<file path="src/rtl/block_serial_subtractor.sv">
// Multi-cycle subtractor: diff = a - b - bin, one BLOCK-bit slice per clock with the
// inter-slice carry held in a register. Reports unsigned borrow-out and signed overflow.
module block_serial_subtractor #(
  parameter int unsigned WIDTH = 32,
  parameter int unsigned BLOCK = 8
) (
  input  logic             clk,
  input  logic             rst,
  input  logic             start,
  input  logic [WIDTH-1:0] a,
  input  logic [WIDTH-1:0] b,
  input  logic             bin,
  output logic             busy,
  output logic             done,
  output logic [WIDTH-1:0] diff,
  output logic             bout,
  output logic             of
);

  localparam int unsigned NumBlk = WIDTH / BLOCK;
  localparam int unsigned CntW   = (NumBlk > 1) ? $clog2(NumBlk) : 1;
  localparam logic [CntW-1:0] LastCnt = CntW'(NumBlk - 1);

  typedef enum logic [1:0] {StIdle, StCalc, StDone} state_e;

  state_e           state_q, state_d;
  logic [WIDTH-1:0] a_q, a_d, b_q, b_d, diff_q, diff_d;
  logic [CntW-1:0]  cnt_q, cnt_d;
  logic             carry_q, carry_d, bout_q, bout_d, of_q, of_d;

  logic             accept, last;
  logic [31:0]      base;
  logic [BLOCK-1:0] a_slice, b_slice;
  logic [BLOCK:0]   slice_sum;

  assign accept = start && ((state_q == StIdle) || (state_q == StDone));
  assign last   = (state_q == StCalc) && (cnt_q == LastCnt);

  always_ff @(posedge clk or posedge rst) begin
    if (rst) begin
      state_q <= StIdle;
    end else begin
      state_q <= state_d;
    end
  end

  always_comb begin
    state_d = state_q;
    unique case (state_q)
      StIdle:  if (start) state_d = StCalc;
      StCalc:  if (last) state_d = StDone;
      StDone:  state_d = start ? StCalc : StIdle;
      default: state_d = StIdle;
    endcase
  end

  always_comb begin
    busy = (state_q == StCalc);
    done = (state_q == StDone);
    diff = diff_q;
    bout = bout_q;
    of   = of_q;
  end

  // Subtraction as a + ~b + ~bin; the carry out of each slice is the inverted borrow.
  always_comb begin
    base      = 32'(cnt_q) * BLOCK;
    a_slice   = a_q[base +: BLOCK];
    b_slice   = b_q[base +: BLOCK];
    slice_sum = {1'b0, a_slice} + {1'b0, ~b_slice} + {{BLOCK{1'b0}}, carry_q};

    a_d     = a_q;
    b_d     = b_q;
    cnt_d   = cnt_q;
    carry_d = carry_q;
    diff_d  = diff_q;
    bout_d  = bout_q;
    of_d    = of_q;

    if (accept) begin
      a_d     = a;
      b_d     = b;
      cnt_d   = '0;
      carry_d = ~bin;
    end else if (state_q == StCalc) begin
      diff_d[base +: BLOCK] = slice_sum[BLOCK-1:0];
      carry_d               = slice_sum[BLOCK];
      cnt_d                 = cnt_q + CntW'(1);
      if (last) begin
        bout_d = ~slice_sum[BLOCK];
        of_d   = (a_q[WIDTH-1] != b_q[WIDTH-1]) && (slice_sum[BLOCK-1] != a_q[WIDTH-1]);
      end
    end
  end

  always_ff @(posedge clk or posedge rst) begin
    if (rst) begin
      a_q     <= '0;
      b_q     <= '0;
      cnt_q   <= '0;
      carry_q <= 1'b0;
      diff_q  <= '0;
      bout_q  <= 1'b0;
      of_q    <= 1'b0;
    end else begin
      a_q     <= a_d;
      b_q     <= b_d;
      cnt_q   <= cnt_d;
      carry_q <= carry_d;
      diff_q  <= diff_d;
      bout_q  <= bout_d;
      of_q    <= of_d;
    end
  end

endmodule

</file>
<file path="config.mk">
export PLATFORM = sky130hd
export DESIGN_NAME = block_serial_subtractor
export DESIGN_NICKNAME = d
export VERILOG_FILES = /design/src/rtl/block_serial_subtractor.sv
export SDC_FILE = /design/constraint.sdc
export NUM_CORES = 1
export LEC_CHECK = 0
export ABC_AREA = 1
export CORE_ASPECT_RATIO = 1.75
export CORE_UTILIZATION = 35
export DETAILED_ROUTE_END_ITERATION = 10
export GPL_TIMING_DRIVEN = 0
export PLACE_DENSITY = 0.7
export SLEW_MARGIN = 20
export SYNTH_ARGS = -nofsm -noshare
export SYNTH_HDL_FRONTEND = slang
export SYNTH_SLANG_ARGS = --single-unit
export TNS_END_PERCENT = 10
</file>
<file path="constraint.sdc">
create_clock -name clk -period 3.33 [get_ports clk]
set_input_delay 0.666 -clock clk [delete_from_list [all_inputs] [get_ports clk]]
set_output_delay 0.666 -clock clk [all_outputs]
set_load 0.02 [all_outputs]
</file>
# Word-level counts from Yosys, hierarchy flattened
# Cells that the tools add are included.
# word_totals
reg_bits	103
out_inout_bits	36
# classes
addsub	4
n_eq_ne	7
n_shift	4
muxes	9
bitwise_logic	4
n_reduce_logical	9
# op_table
op	count
32-bit by 6-bit indexed part select with 8-bit output	2
5-bit negator with 34-bit output	1
8-bit by 34-bit variable shift with 32-bit output, first input constant	1
8-bit by 34-bit indexed part select with 32-bit output	1
32-bit bitwise mux	1
8-bit by 8-bit adder with 9-bit output	1
9-bit by 1-bit adder with 9-bit output	1
2-bit 2-to-1 mux	4
8-bit inverter	1
2-bit one-hot mux with 3 select lines	1
2-bit == test, second input constant	2
2-bit AND reduction	2
1-bit logical AND	3
1-bit 2-to-1 mux	3
1-bit inverter	3
3-bit AND reduction	1
2-bit by 1-bit adder with 2-bit output, second input constant	1
2-bit by 1-bit == test with 1-bit output, second input constant	1
2-bit logical NOT	1
1-bit != test	2
2-bit by 1-bit != test with 1-bit output, second input constant	1
2-bit != test, second input constant	1
2-bit nonzero test	1
1-bit logical OR	1

# Depth between registers and ports, before layout
# Gate-level depths: netlist of the first run.
# depth
depth_word	6
mapped_depth	16
ltp_nobuf	15

# Worst setup path before layout of the first run
# Ideal clock, no wire load.
# synth_timing
kind	register to register
from	register cnt_q[0]
to	register diff_q[28], in the netlist diff[28]
setup_time_ps	117
t_arrival_ps	2539
required_time_ps	3213
slack_ps	673
path_stages_with_launch	13
synth_period_minus_slack_ps	2657
cell_sequence	dfrtp_1 clkbuf_1 nand2_1 a32o_1 fa_1 fa_1 inv_1 nand2_1 a21oi_2 xnor2_1 nor2_1 nand3_1 nand2_1
# synth_via
elab_chain_len	6
# synth_lines
element	line	source
start: declaration	28	logic [CntW-1:0] cnt_q, cnt_d;
start signal: assignment	108	cnt_q <= cnt_d;
32-bit by 6-bit indexed part select with 8-bit output	69	b_slice = b_q[base +: BLOCK];
8-bit inverter	70	slice_sum = {1'b0, a_slice} + {1'b0, ~b_slice} + {{BLOCK{1'b0}}, carry_q};
8-bit by 8-bit adder with 9-bit output	70	
9-bit by 1-bit adder with 9-bit output	70	
8-bit by 34-bit indexed part select with 32-bit output	86	diff_d[base +: BLOCK] = slice_sum[BLOCK-1:0];
32-bit bitwise mux *	86	
end signal: assignment	110	diff_q <= diff_d;
end: declaration	27	logic [WIDTH-1:0] a_q, a_d, b_q, b_d, diff_q, diff_d;
# Every way passes the cells marked *; elsewhere a longest branch is shown, timed or not.
# A chain may end at the register's enable or synchronous reset.

# Worst setup path in the final report of the first run
# layout_timing
from	register cnt_q[0]
to	register diff_q[14], in the netlist diff[14]
# The elaborated chain is that of the path after synthesis.

==> reports/qor.txt, run 1 <==
GRT
-----------------------------------------------------------------------------------------------
Vias in the first global route ...................................................        4,380
Total grt overflow ...............................................................            0
Global-route total usage across every layer ......................................       19.22%
Number of antenna violations at the first check in global routing ................            0
First-pass GRT wire length .......................................................    21,330 µm
Maximum number of pins on one net before global-route repair .....................           35

CTS
-----------------------------------------------------------------------------------------------
Cell at the root of the clock tree ............................................... sky130_fd_sc_hd__clkbuf_16
Clock Path Buffers ...............................................................            2
Clock latency at the later pin of the worst-skew pair ............................       360 ps
Sinks on Clock Net ...............................................................          103
TritonCTS clock tree .............................................................         done
Clock input transition at the sequential cells of the worst setup and hold paths .        80 ps
Post-CTS Setup Bufs ..............................................................            0
Number of buffers created by CTS .................................................            9
Number of levels in the clock H-tree .............................................            3

PLACED DESIGN
-----------------------------------------------------------------------------------------------
Number of port buffers ...........................................................          103
Post-placement cell area .........................................................     6235 µm²
Post-detail-place hpwl ...........................................................    10,540 µm
Routability-driven placement congestion ratio ....................................       0.8899

DIE
-----------------------------------------------------------------------------------------------
IO Count .........................................................................          104
Effective utilization at floorplan ...............................................       35.73%
Count of standard-cell rows ......................................................           57
DIE HEIGHT .......................................................................     158.8 µm
DIE AREA .........................................................................   14,550 µm²
CORE AREA ........................................................................   13,760 µm²
Width of the chip ................................................................     91.61 µm

DRT
-----------------------------------------------------------------------------------------------
Via count ........................................................................        4,347
Post-route DRC ...................................................................            0
Vias per cell ....................................................................        4.766
WL met1 ..........................................................................      4983 µm
Final WL .........................................................................    13,210 µm
Router iterations before antenna repair ..........................................            4
Starting DRC count in detailed routing ...........................................          245
Uppermost layer routed ...........................................................         met4
Routed length on met2 ............................................................      7348 µm
Antenna viol nets, final .........................................................            0
Routed WL per cell ...............................................................     14.49 µm
Metal3 WL ........................................................................       402 µm

WORST SETUP PATH
-----------------------------------------------------------------------------------------------
Critical path data required time .................................................      3630 ps
Critical path class ..............................................................      reg2reg
Worst path arrival time ..........................................................      3470 ps
Kind of start point of the critical path .........................................         flop
Crit. End Element ................................................................         flop
Number of cells on the worst reg-to-reg path .....................................           14
End of the worst register-to-register path .......................................     diff[14]
Reg2reg start ....................................................................     cnt_q[0]
Worst-path fanout max ............................................................           10
Flop-to-flop setup slack .........................................................       160 ps

HOLD PATH
-----------------------------------------------------------------------------------------------
Hold Startpoint ..................................................................      a_q[23]
Number of instances on the worst hold path .......................................            2
Endpoint of the worst hold path ..................................................      a_q[23]
Type of the worst min-delay path .................................................      reg2reg

STA
-----------------------------------------------------------------------------------------------
Hold violation total from the final report .......................................            0
Worst relative slew slack ........................................................       60.61%
Post-route fraction of the period consumed by the critical path ..................       95.12%
Hold slack final .................................................................     481.3 ps
RSZ-0062 raised after global routing .............................................           no
Worst-case clock skew ............................................................     8.215 ps
Setup TNS after final layout .....................................................         0 ps
Number of pins with negative max-slew slack in the final report ..................            0
Worst slew pin tran ..............................................................     590.9 ps
Final critical delay including setup and external delays .........................      3167 ps
Endpoints failing setup ..........................................................            0
F_max ............................................................................   0.3157 GHz

LOGIC SYNTHESIS
-----------------------------------------------------------------------------------------------
Post-synth design cell area ......................................................     4918 µm²
Yosys warning count ..............................................................            0
Post-Synthesis Net Count .........................................................          696
Fraction of synthesis flops using an asynchronous set or reset pin ...............       100.0%
Flops & latches, synth ...........................................................          103
Post-synth EDFFs .................................................................            0
Number of instances in the synthesized netlist ...................................          613
Number of different library cells in the post-synthesis netlist ..................           31
Top_reg_cell synth ............................................................... sky130_fd_sc_hd__dfrtp_1
Mean instance size in the synthesized netlist ....................................    8.024 µm²
Sequential area share after synthesis ............................................       52.40%

POWER
-----------------------------------------------------------------------------------------------
Share of total power consumed by net switching ...................................       47.83%
Overall Power ....................................................................      7354 µW
Leakage Power ....................................................................  0.003249 µW
Relative contribution of combinational cells to total power ......................        56.1%
Power Internal ...................................................................      3837 µW
Power share of the sequential group ..............................................        28.6%
Clk pwr share ....................................................................        15.3%
Total power per unit cell area ...................................................  1120 nW/µm²
Net load switching power .........................................................      3517 µW
Maximum VDD drop .................................................................    0.4935 mV

FINISH
-----------------------------------------------------------------------------------------------
Commonest non-fill, non-tap cell in the layout ................................... sky130_fd_sc_hd__nand2_1
Top library cells by usage in the layout, fill and taps aside .................... 276 x sky130_fd_sc_hd__nand2_1, 103 x sky130_fd_sc_hd__dfrtp_1, 103 x sky130_fd_sc_hd__clkdlybuf4s50_1, 39 x sky130_fd_sc_hd__nor2_1, 33 x sky130_fd_sc_hd__o21ai_1
Nets@finish ......................................................................          813
Area growth, synth to finish .....................................................       33.45%
Cell area after layout ...........................................................     6564 µm²
Fraction of layout cells with a size suffix above 1 ..............................       7.755%
Ant diodes .......................................................................            0
Filler Cell Count ................................................................        1,372

STATUS
-----------------------------------------------------------------------------------------------
Run status ....................................................................... complete, no violations

JOB
-----------------------------------------------------------------------------------------------
Reported max-cap violation count .................................................            0

## layer usage
layer  global-route usage, %  vias to the layer above
li1                        -                     2179
met1                   20.25                     2024
met2                   35.65                      118
met3                   2.538                       26
met4                   11.11                        0
met5                       0                        -
## logic make-up after synthesis
group,Yosys count,share of synthesized area [%]
AOI/OAI and AO/OA,78,8.751
xor gates and xnor gates,3,0.5343
adders and majority gates,15,4.121
buffers and inverters,66,5.495
DFF,103,52.40
and+or+nand+nor,348,28.70
## critical path, cell delays in order (launching register included)
cell,delay [ps]
sky130_fd_sc_hd__dfrtp_1,640
sky130_fd_sc_hd__clkbuf_2,310
sky130_fd_sc_hd__nand2_1,70
sky130_fd_sc_hd__a32o_1,300
sky130_fd_sc_hd__fa_1,440
sky130_fd_sc_hd__fa_1,410
sky130_fd_sc_hd__inv_1,70
sky130_fd_sc_hd__nand2_1,70
sky130_fd_sc_hd__nand2_1,70
sky130_fd_sc_hd__nand3_1,80
sky130_fd_sc_hd__nand3_1,100
sky130_fd_sc_hd__nand3_1,150
sky130_fd_sc_hd__nor2_1,200
sky130_fd_sc_hd__nand2_1,100
sky130_fd_sc_hd__nand2_1,70
## final cells by class
class,count,area [µm²],share of cell area [%]
clock buffer,9,225.2,3.431
timing repair buffer,106,1091,16.62
inverter,42,161.4,2.459
multi-input combinational,444,2071,31.55
buffer,24,115.1,1.754
clock inverter,7,101.3,1.544
sequential,103,2577,39.27
tap,177,221.5,3.374
## sequential cells by signal, indices dropped and copies added (netlist names)
register  cells
of            1
cnt_q         2
carry_q       1
a_q          32
state_q       2
diff         32
bout          1
b_q          32
## worst max path at each step
stage / start / to / slack (ps) / cells after the start
after CTS: cnt_q[0] / diff[14] / 60 / 14
after detailed placement: cnt_q[0] / diff[14] / 80 / 14
after global placement: cnt_q[0] / diff[14] / 120 / 14
final: cnt_q[0] / diff[14] / 160 / 14
after floorplan: cnt_q[0] / diff[28] / 670 / 12
after global routing: cnt_q[0] / diff[14] / 3 / 14
## cell usage after synthesis, types with 2 or more instances
master	count	area, µm²
sky130_fd_sc_hd__nor2_1	39	146.4
sky130_fd_sc_hd__inv_1	29	108.9
sky130_fd_sc_hd__a32oi_1	2	17.52
sky130_fd_sc_hd__clkinv_1	2	7.510
sky130_fd_sc_hd__inv_2	11	41.29
sky130_fd_sc_hd__xnor2_1	2	17.52
sky130_fd_sc_hd__fa_1	2	40.04
sky130_fd_sc_hd__o21ai_1	33	165.2
sky130_fd_sc_hd__nand4_1	5	31.28
sky130_fd_sc_hd__or2_2	2	12.51
sky130_fd_sc_hd__nor2_2	2	12.51
sky130_fd_sc_hd__dfrtp_1	103	2577
sky130_fd_sc_hd__a21oi_1	13	65.06
sky130_fd_sc_hd__o22ai_1	7	43.79
sky130_fd_sc_hd__clkbuf_1	10	37.54
sky130_fd_sc_hd__o21ai_0	17	85.08
sky130_fd_sc_hd__nand3_1	18	90.09
sky130_fd_sc_hd__nand2_1	276	1036
sky130_fd_sc_hd__a22o_1	4	35.03
sky130_fd_sc_hd__ha_1	13	162.7
sky130_fd_sc_hd__buf_4	2	15.01
sky130_fd_sc_hd__buf_2	12	60.06
## repair_timing
item / CTS / global route
hold endpoints to repair: 0 / 0
endpoints found under the setup margin: 0 / 5
hold buffers: 0 / 0
gates resized for setup: 0 / 4
## power groups by stage
stage          sequential [µW]  combinational, µW  clock, µW
2_1_floorplan             2160               2690          0
3_3_place_gp              2110               4020          0
3_5_place_dp              2120               4100          0
4_1_cts                   2100               4130       1140
5_1_grt                   2160               4590       1180
6_report                  2100               4130       1120
## per-stage QoR
stage                     util, %  std cells  worst slack [ps]
after global placement      44.86        893             121.2
after floorplan                 -        613             673.3
after CTS                   47.67        912             56.65
after global routing        47.69        912             3.101
after detailed placement    45.30        896             82.69
final                       47.69        912             162.5
(Power assumes the default switching activity.)
==> run 2: changes to the inputs <==
--- a/config.mk
+++ b/config.mk
@@ -7,10 +7,10 @@
 export LEC_CHECK = 0
 export ABC_AREA = 1
 export CORE_ASPECT_RATIO = 1.75
-export CORE_UTILIZATION = 35
+export CORE_UTILIZATION = 46
 export DETAILED_ROUTE_END_ITERATION = 10
 export GPL_TIMING_DRIVEN = 0
-export PLACE_DENSITY = 0.7
+export PLACE_DENSITY = 0.85
 export SLEW_MARGIN = 20
 export SYNTH_ARGS = -nofsm -noshare
 export SYNTH_HDL_FRONTEND = slang
==> run 2 against run 1 <==
  * Cell count down 5.5%
  * Count of clock-buffer cells in the layout up 2
  * Sequential power about the same
  * Clock skew up 1.1 ps
  * Largest cell class unchanged
  * Combinational power about the same
  * Final area down 1.5%
  * Total power down 1.6%
  * Routed wire length down 0.33%
  * Register-to-register slack better by 40 ps
  * Fmax up 1.2%
==> reports/qor.txt, run 2 (synthesized netlist as in run 1, its figures left out) <==
DRT
-----------------------------------------------------------------------------------------------
Antenna viol nets, final .........................................................            0   unchanged
Router iterations before antenna repair ..........................................            4   unchanged
Via count ........................................................................        4,439   was 4,347
Vias per cell ....................................................................        5.150   was 4.766
Starting DRC count in detailed routing ...........................................          273   was 245
Post-route DRC ...................................................................            0   unchanged
Final WL .........................................................................    13,170 µm   was 13,210 µm
Routed WL per cell ...............................................................     15.28 µm   was 14.49 µm

STA
-----------------------------------------------------------------------------------------------
Worst-case clock skew ............................................................     9.314 ps   was 8.215 ps
Number of pins with negative max-slew slack in the final report ..................            0   unchanged
Endpoints failing setup ..........................................................            0   unchanged
Final critical delay including setup and external delays .........................      3129 ps   was 3167 ps
Post-route fraction of the period consumed by the critical path ..................       93.95%   was 95.12%
Worst slew pin tran ..............................................................     598.7 ps   was 590.9 ps
RSZ-0062 raised after global routing .............................................           no   unchanged
Worst relative slew slack ........................................................       60.09%   was 60.61%
F_max ............................................................................   0.3196 GHz   was 0.3157 GHz
Setup TNS after final layout .....................................................         0 ps   unchanged
Hold violation total from the final report .......................................            0   unchanged

FINISH
-----------------------------------------------------------------------------------------------
Ant diodes .......................................................................            0   unchanged
Top library cells by usage in the layout, fill and taps aside .................... 276 x sky130_fd_sc_hd__nand2_1, 103 x sky130_fd_sc_hd__dfrtp_1, 103 x sky130_fd_sc_hd__clkdlybuf4s50_1, 39 x sky130_fd_sc_hd__nor2_1, 33 x sky130_fd_sc_hd__o21ai_1   unchanged
Fraction of layout cells with a size suffix above 1 ..............................       7.619%   was 7.755%
Nets@finish ......................................................................          813   unchanged
Commonest non-fill, non-tap cell in the layout ................................... sky130_fd_sc_hd__nand2_1   unchanged
Area growth, synth to finish .....................................................       31.44%   was 33.45%

DIE
-----------------------------------------------------------------------------------------------
CORE AREA ........................................................................   10,360 µm²   was 13,760 µm²
DIE AREA .........................................................................   11,130 µm²   was 14,550 µm²
IO Count .........................................................................          104   unchanged
Width of the chip ................................................................     80.17 µm   was 91.61 µm
DIE HEIGHT .......................................................................     138.8 µm   was 158.8 µm
Count of standard-cell rows ......................................................           49   was 57
Effective utilization at floorplan ...............................................       47.47%   was 35.73%

CTS
-----------------------------------------------------------------------------------------------
Number of levels in the clock H-tree .............................................            3   unchanged
Number of buffers created by CTS .................................................            9   unchanged
Cell at the root of the clock tree ............................................... sky130_fd_sc_hd__clkbuf_16   unchanged
Number of hold buffers added after cts ...........................................            0   unchanged
Post-CTS Setup Bufs ..............................................................            0   unchanged
Clock input transition at the sequential cells of the worst setup and hold paths .        70 ps   was 80 ps
Resize count post-CTS ............................................................            0   unchanged
TritonCTS clock tree .............................................................         done   unchanged
Sinks on Clock Net ...............................................................          103   unchanged
Clock Path Buffers ...............................................................            2   unchanged
Clock latency at the later pin of the worst-skew pair ............................       350 ps   was 360 ps

WORST SETUP PATH
-----------------------------------------------------------------------------------------------
Worst-path fanout max ............................................................           10   unchanged
Critical path class ..............................................................      reg2reg   unchanged
Kind of start point of the critical path .........................................         flop   unchanged
Critical path data required time .................................................      3570 ps   was 3630 ps
Worst path arrival time ..........................................................      3370 ps   was 3470 ps
Crit. End Element ................................................................         flop   unchanged

PLACED DESIGN
-----------------------------------------------------------------------------------------------
Post-detail-place hpwl ...........................................................    10,570 µm   was 10,540 µm
Routability-driven placement congestion ratio ....................................       0.9040   was 0.8899
Number of port buffers ...........................................................          103   unchanged

POWER
-----------------------------------------------------------------------------------------------
Share of total power consumed by net switching ...................................       47.92%   was 47.83%
Leakage Power ....................................................................  0.003225 µW   was 0.003249 µW
Overall Power ....................................................................      7234 µW   was 7354 µW
Maximum VDD drop .................................................................    0.5207 mV   was 0.4935 mV
Relative contribution of combinational cells to total power ......................        57.0%   was 56.1%
Power Internal ...................................................................      3767 µW   was 3837 µW
Power share of the sequential group ..............................................        29.1%   was 28.6%
Net load switching power .........................................................      3467 µW   was 3517 µW
Total power per unit cell area ...................................................  1119 nW/µm²   was 1120 nW/µm²
Clk pwr share ....................................................................        13.8%   was 15.3%

GRT
-----------------------------------------------------------------------------------------------
Total grt overflow ...............................................................            0   unchanged
Vias in the first global route ...................................................        4,680   was 4,380
Global-route total usage across every layer ......................................       26.02%   was 19.22%
First-pass GRT wire length .......................................................    21,840 µm   was 21,330 µm
Number of antenna violations at the first check in global routing ................            0   unchanged
Maximum number of pins on one net before global-route repair .....................           33   was 35

HOLD PATH
-----------------------------------------------------------------------------------------------
Type of the worst min-delay path .................................................      reg2reg   unchanged

STATUS
-----------------------------------------------------------------------------------------------
Run status ....................................................................... complete, no violations   unchanged

JOB
-----------------------------------------------------------------------------------------------
Reported max-cap violation count .................................................            0   unchanged

run 2: cell count changes in the layout (fill, tap and decap cells not counted):
cell and delta:
sky130_fd_sc_hd__buf_12 -1, sky130_fd_sc_hd__buf_16 +1, sky130_fd_sc_hd__bufinv_16 -1, sky130_fd_sc_hd__clkbuf_1 +1, sky130_fd_sc_hd__clkbuf_8 +1, sky130_fd_sc_hd__clkinv_8 -2, sky130_fd_sc_hd__clkinvlp_4 +2, sky130_fd_sc_hd__inv_6 +1
sky130_fd_sc_hd__inv_8 -2
run 2: layout make-up:
type | count | area, µm²
timing repair buffer | 106 | 1099
tap | 127 | 158.9
clock inverter | 5 | 40.04
fill | 906 | 3896
clock buffer | 11 | 242.7
multi-input combinational | 444 | 2071
inverter | 42 | 161.4
buffer | 24 | 115.1
sequential | 103 | 2577
run 2: per-layer routing:
| metal | up-vias | part of all wire [%] | global-route usage, % |
|---|---|---|---|
| met2 | 147 | 56 | 48.04 |
| met4 | 0 | 4.4 | 14.38 |
| met5 | - | 0 | 0 |
| li1 | 2171 | - | - |
| met1 | 2079 | 35 | 27.10 |
| met3 | 42 | 4.0 | 3.947 |
run 2: critical path: stages (launching register included):
cell,delay [ps]
sky130_fd_sc_hd__dfrtp_1,600
sky130_fd_sc_hd__clkbuf_2,310
sky130_fd_sc_hd__nand2_1,90
sky130_fd_sc_hd__a32o_1,310
sky130_fd_sc_hd__fa_1,450
sky130_fd_sc_hd__fa_1,420
sky130_fd_sc_hd__inv_1,70
sky130_fd_sc_hd__nand2_1,70
sky130_fd_sc_hd__a21oi_2,160
sky130_fd_sc_hd__xnor2_1,230
sky130_fd_sc_hd__nor2_1,150
sky130_fd_sc_hd__nand3_1,100
sky130_fd_sc_hd__nand2_1,60
run 2: power groups by stage:
| stage | Clock, µW | Sequential [µW] | Combinational [µW] |
|---|---|---|---|
| after floorplan | 0 | 2160 | 2690 |
| after global placement | 0 | 2100 | 3950 |
| after detailed placement | 0 | 2120 | 4070 |
| after CTS | 1010 | 2100 | 4100 |
| after global routing | 1050 | 2160 | 4600 |
| final | 1000 | 2110 | 4130 |
run 2: final timing paths:
kind / end / slack, ps / cells past startpoint / start
worst min-delay path: b_q[20] / 490 / 2 / b_q[20]
worst min register to register: b_q[20] / 490 / 2 / b_q[20]
worst max-delay path: diff[12] / 200 / 12 / cnt_q[0]
worst max register to register: diff[12] / 200 / 12 / cnt_q[0]
min in group asynchronous: diff[24] / 700 / 2 / rst
max in group asynchronous: b_q[18] / 1910 / 4 / rst
run 2: through the flow:
stage | hold WS, ps | cell area (µm²) | std cells | utilization (%) | setup slack, ps
final | 485.6 | 6465 | 862 | 62.40 | 201.5
after global routing | 502.7 | 6465 | 862 | 62.40 | 25.32
after CTS | 485.3 | 6462 | 862 | 62.37 | 126.2
after detailed placement | 467.0 | 6180 | 846 | 59.64 | 142.4
after global placement | 456.7 | 6112 | 843 | 58.99 | 204.7
after floorplan | 443.6 | 4922 | 613 | - | 673.3
==> run 3: changes to the inputs <==
--- a/config.mk
+++ b/config.mk
@@ -5,12 +5,11 @@
 export SDC_FILE = /design/constraint.sdc
 export NUM_CORES = 1
 export LEC_CHECK = 0
-export ABC_AREA = 1
 export CORE_ASPECT_RATIO = 1.75
 export CORE_UTILIZATION = 46
 export DETAILED_ROUTE_END_ITERATION = 10
 export GPL_TIMING_DRIVEN = 0
-export PLACE_DENSITY = 0.85
+export PLACE_DENSITY = 0.86
 export SLEW_MARGIN = 20
 export SYNTH_ARGS = -nofsm -noshare
 export SYNTH_HDL_FRONTEND = slang
==> run 3 against run 2 <==
  * Sequential share of layout area grew 0.32 points
  * Utilization grew 1.9 points
  * Final area shrank 0.79%
  * Register-to-register slack lost 100 ps
  * Combinational power shrank 5.6%
  * Sequential power is essentially flat
  * Die area shrank 3.1%
  * Total power grew 1.8%
  * Cell count shrank 16%
  * Critical path type unchanged
  * Critical endpoint is now diff[30]
  * Largest cell class unchanged
==> reports/qor.txt, run 3 <==
STATUS
-----------------------------------------------------------------------------------------------
Run status ....................................................................... complete, no violations   unchanged

WORST SETUP PATH
-----------------------------------------------------------------------------------------------
Crit. End Element ................................................................         flop   unchanged
Worst path arrival time ..........................................................      3470 ps   was 3370 ps
Critical path class ..............................................................      reg2reg   unchanged
Worst-path fanout max ............................................................           10   unchanged
Kind of start point of the critical path .........................................         flop   unchanged
Critical path data required time .................................................      3560 ps   was 3570 ps

LOGIC SYNTHESIS
-----------------------------------------------------------------------------------------------
Fraction of synthesis flops using an asynchronous set or reset pin ...............       100.0%   unchanged
Post-Synthesis Net Count .........................................................          558   was 696
Number of instances in the synthesized netlist ...................................          475   was 613
Post-synth design cell area ......................................................     4763 µm²   was 4918 µm²
Top_reg_cell synth ............................................................... sky130_fd_sc_hd__dfrtp_1   unchanged
Top cell type by total area after synthesis ...................................... sky130_fd_sc_hd__dfrtp_1   unchanged
Mean instance size in the synthesized netlist ....................................    10.03 µm²   was 8.024 µm²
Sequential area share after synthesis ............................................       54.11%   was 52.40%
Top cells by area in the synthesized netlist ..................................... sky130_fd_sc_hd__dfrtp_1 54%, sky130_fd_sc_hd__nand2_1 16%, sky130_fd_sc_hd__mux4_2 7.6%   was sky130_fd_sc_hd__dfrtp_1 52%, sky130_fd_sc_hd__nand2_1 21%, sky130_fd_sc_hd__o21ai_1 3.4%
Post-synth EDFFs .................................................................            0   unchanged
Flops & latches, synth ...........................................................          103   unchanged
Number of different library cells in the post-synthesis netlist ..................           39   was 31
Synth top area share .............................................................       54.11%   was 52.40%
Yosys warning count ..............................................................            0   unchanged
Leading cell type by number of instances after synthesis ......................... sky130_fd_sc_hd__nand2_1   unchanged
Top cell types by occurrence after synthesis ..................................... 208 x sky130_fd_sc_hd__nand2_1, 103 x sky130_fd_sc_hd__dfrtp_1, 19 x sky130_fd_sc_hd__o21ai_0   was 276 x sky130_fd_sc_hd__nand2_1, 103 x sky130_fd_sc_hd__dfrtp_1, 39 x sky130_fd_sc_hd__nor2_1

DRT
-----------------------------------------------------------------------------------------------
Final WL .........................................................................    12,140 µm   was 13,170 µm
Antenna viol nets, final .........................................................            0   unchanged
Via count ........................................................................        3,939   was 4,439
Post-route DRC ...................................................................            0   unchanged
Router iterations before antenna repair ..........................................            4   unchanged
Starting DRC count in detailed routing ...........................................          271   was 273
Vias per cell ....................................................................        5.456   was 5.150
Routed WL per cell ...............................................................     16.81 µm   was 15.28 µm

STA
-----------------------------------------------------------------------------------------------
RSZ-0062 raised after global routing .............................................           no   unchanged
Worst slew pin tran ..............................................................     547.2 ps   was 598.7 ps
Number of pins with negative max-slew slack in the final report ..................            0   unchanged
Endpoints failing setup ..........................................................            0   unchanged
Worst-case clock skew ............................................................     10.92 ps   was 9.314 ps
Final critical delay including setup and external delays .........................      3231 ps   was 3129 ps
Worst relative slew slack ........................................................       63.22%   was 60.09%
F_max ............................................................................   0.3095 GHz   was 0.3196 GHz
Hold violation total from the final report .......................................            0   unchanged
Post-route fraction of the period consumed by the critical path ..................       97.04%   was 93.95%

DIE
-----------------------------------------------------------------------------------------------
IO Count .........................................................................          104   unchanged
Width of the chip ................................................................     78.93 µm   was 80.17 µm
Count of standard-cell rows ......................................................           48   was 49
DIE AREA .........................................................................   10,780 µm²   was 11,130 µm²
DIE HEIGHT .......................................................................     136.6 µm   was 138.8 µm
Effective utilization at floorplan ...............................................       47.78%   was 47.47%
CORE AREA ........................................................................     9970 µm²   was 10,360 µm²

POWER
-----------------------------------------------------------------------------------------------
Leakage Power ....................................................................  0.003065 µW   was 0.003225 µW
Maximum VDD drop .................................................................    0.6067 mV   was 0.5207 mV
Total power per unit cell area ...................................................  1148 nW/µm²   was 1119 nW/µm²
Overall Power ....................................................................      7362 µW   was 7234 µW

CTS
-----------------------------------------------------------------------------------------------
Clock Path Buffers ...............................................................            2   unchanged
Number of buffers created by CTS .................................................            9   unchanged
Clock input transition at the sequential cells of the worst setup and hold paths .        70 ps   about the same
Cell at the root of the clock tree ............................................... sky130_fd_sc_hd__clkbuf_16   unchanged
TritonCTS clock tree .............................................................         done   unchanged
Number of levels in the clock H-tree .............................................            3   unchanged
Sinks on Clock Net ...............................................................          103   unchanged
Clock latency at the later pin of the worst-skew pair ............................       360 ps   was 350 ps

GRT
-----------------------------------------------------------------------------------------------
Vias in the first global route ...................................................        4,256   was 4,680
Global-route total usage across every layer ......................................       24.88%   was 26.02%
First-pass GRT wire length .......................................................    19,960 µm   was 21,840 µm
Maximum number of pins on one net before global-route repair .....................           37   was 33
Number of antenna violations at the first check in global routing ................            0   unchanged
Total grt overflow ...............................................................            0   unchanged

FINISH
-----------------------------------------------------------------------------------------------
Area growth, synth to finish .....................................................       34.65%   was 31.44%
Flip-flop and latch area .........................................................     2577 µm²   unchanged
Filler Cell Count ................................................................          791   was 906
Top library cells by usage in the layout, fill and taps aside .................... 208 x sky130_fd_sc_hd__nand2_1, 103 x sky130_fd_sc_hd__dfrtp_1, 103 x sky130_fd_sc_hd__clkdlybuf4s50_1, 19 x sky130_fd_sc_hd__o21ai_0, 17 x sky130_fd_sc_hd__a22o_1   was 276 x sky130_fd_sc_hd__nand2_1, 103 x sky130_fd_sc_hd__dfrtp_1, 103 x sky130_fd_sc_hd__clkdlybuf4s50_1, 39 x sky130_fd_sc_hd__nor2_1, 33 x sky130_fd_sc_hd__o21ai_1
Nets@finish ......................................................................          675   was 813
Fraction of layout cells with a size suffix above 1 ..............................       9.213%   was 7.619%
Ant diodes .......................................................................            0   unchanged
Total area of multi-input combinational cells ....................................     2028 µm²   was 2071 µm²
Commonest non-fill, non-tap cell in the layout ................................... sky130_fd_sc_hd__nand2_1   unchanged
Final Util .......................................................................       64.33%   was 62.40%

PLACED DESIGN
-----------------------------------------------------------------------------------------------
Routability-driven placement congestion ratio ....................................       0.8454   was 0.9040
Post-detail-place hpwl ...........................................................      9160 µm   was 10,570 µm
Number of port buffers ...........................................................          103   unchanged

JOB
-----------------------------------------------------------------------------------------------
Reported max-cap violation count .................................................            0   unchanged

HOLD PATH
-----------------------------------------------------------------------------------------------
Type of the worst min-delay path .................................................      reg2reg   unchanged

==> run 3: cell count changes after synthesis, sizes merged, moves of 5 or more <==
cell    before  now
mux4         0   16
nand2      278  212
nor2        42    9
nand2b       0    6
a21oi       14    5
buf         14    9
inv         40   17
o22ai        7    0
a22o         4   21
nand3       18    1
o21ai       50   19
==> run 3: logic make-up (layout without fill, tap and decap cells) <==
| family | after synthesis | count (layout) | synth area share, % |
|---|---|---|---|
| adders and majority gates | 15 | 15 | 4.255 |
| and+or+nand+nor | 243 | 243 | 21.25 |
| AOI/OAI and AO/OA | 59 | 59 | 8.957 |
| muxes | 16 | 16 | 7.565 |
| DFF | 103 | 103 | 54.11 |
| xor gates and xnor gates | 3 | 3 | 0.5517 |
| buffers and inverters | 36 | 158 | 3.310 |
==> run 3: critical path, stage by stage (launching register included) <==
cell and delay [ps]:
sky130_fd_sc_hd__dfrtp_1 410, sky130_fd_sc_hd__clkbuf_2 300, sky130_fd_sc_hd__clkbuf_4 310, sky130_fd_sc_hd__mux4_2 360
sky130_fd_sc_hd__fa_1 430, sky130_fd_sc_hd__fa_1 470, sky130_fd_sc_hd__nor2b_4 140, sky130_fd_sc_hd__o31a_1 180
sky130_fd_sc_hd__or4_1 140, sky130_fd_sc_hd__nand3_2 110, sky130_fd_sc_hd__a22o_2 250
==> run 3: report_power, final <==
group,internal [µW],switching [µW]
logic,1610,2290
registers,1790,312
clock network,890,474
total,4290,3070
==> run 3: final cells by class <==
| class | count | area share, % |
|---|---|---|
| multi-input combinational | 336 | 31.62 |
| clock buffer | 9 | 3.512 |
| timing repair buffer | 106 | 17.01 |
| inverter | 17 | 1.053 |
| clock inverter | 7 | 2.614 |
| buffer | 19 | 1.561 |
| sequential | 103 | 40.19 |
| tap | 125 | 2.439 |
==> run 3: worst paths after layout <==
check | start | slack (ps) | cells after the start | endpoint
setup / recovery | cnt_q[1] | 100 | 10 | diff[30]
hold / removal | b_q[5] | 480 | 2 | b_q[5]
setup reg to reg | cnt_q[1] | 100 | 10 | diff[30]
hold reg to reg | b_q[5] | 480 | 2 | b_q[5]
max in group asynchronous | rst | 2130 | 4 | b_q[4]
min in group asynchronous | rst | 530 | 2 | a_q[10]
==> run 3: repair_timing <==
item,4_1_cts,5_1_grt
gates cloned,0,0
buffers inserted,0,0
hold buffers,0,0
gates resized for setup,1,2
setup endpoints to repair,6,5
==> run 3: routing by layer <==
| layer | routed length (µm) | global-route usage (%) | vias up |
|---|---|---|---|
| li1 | - | - | 1820 |
| met1 | 4371 | 26.07 | 1925 |
| met2 | 6607 | 44.54 | 149 |
| met3 | 482 | 3.933 | 45 |
| met4 | 674 | 17.88 | 0 |
| met5 | 0 | 0 | - |
==> run 3: metrics by stage <==
stage	hold slack (ps)	cell area, µm²	setup WS, ps	cells	setup TNS [ps]
after floorplan	440.3	4767	418.7	475	0
after global placement	453.4	5954	-67.29	703	-261.2
after detailed placement	459.2	6015	-140.8	706	-660.3
after CTS	474.6	6409	73.00	722	0
after global routing	504.3	6414	16.21	722	0
final	475.2	6414	98.52	722	0
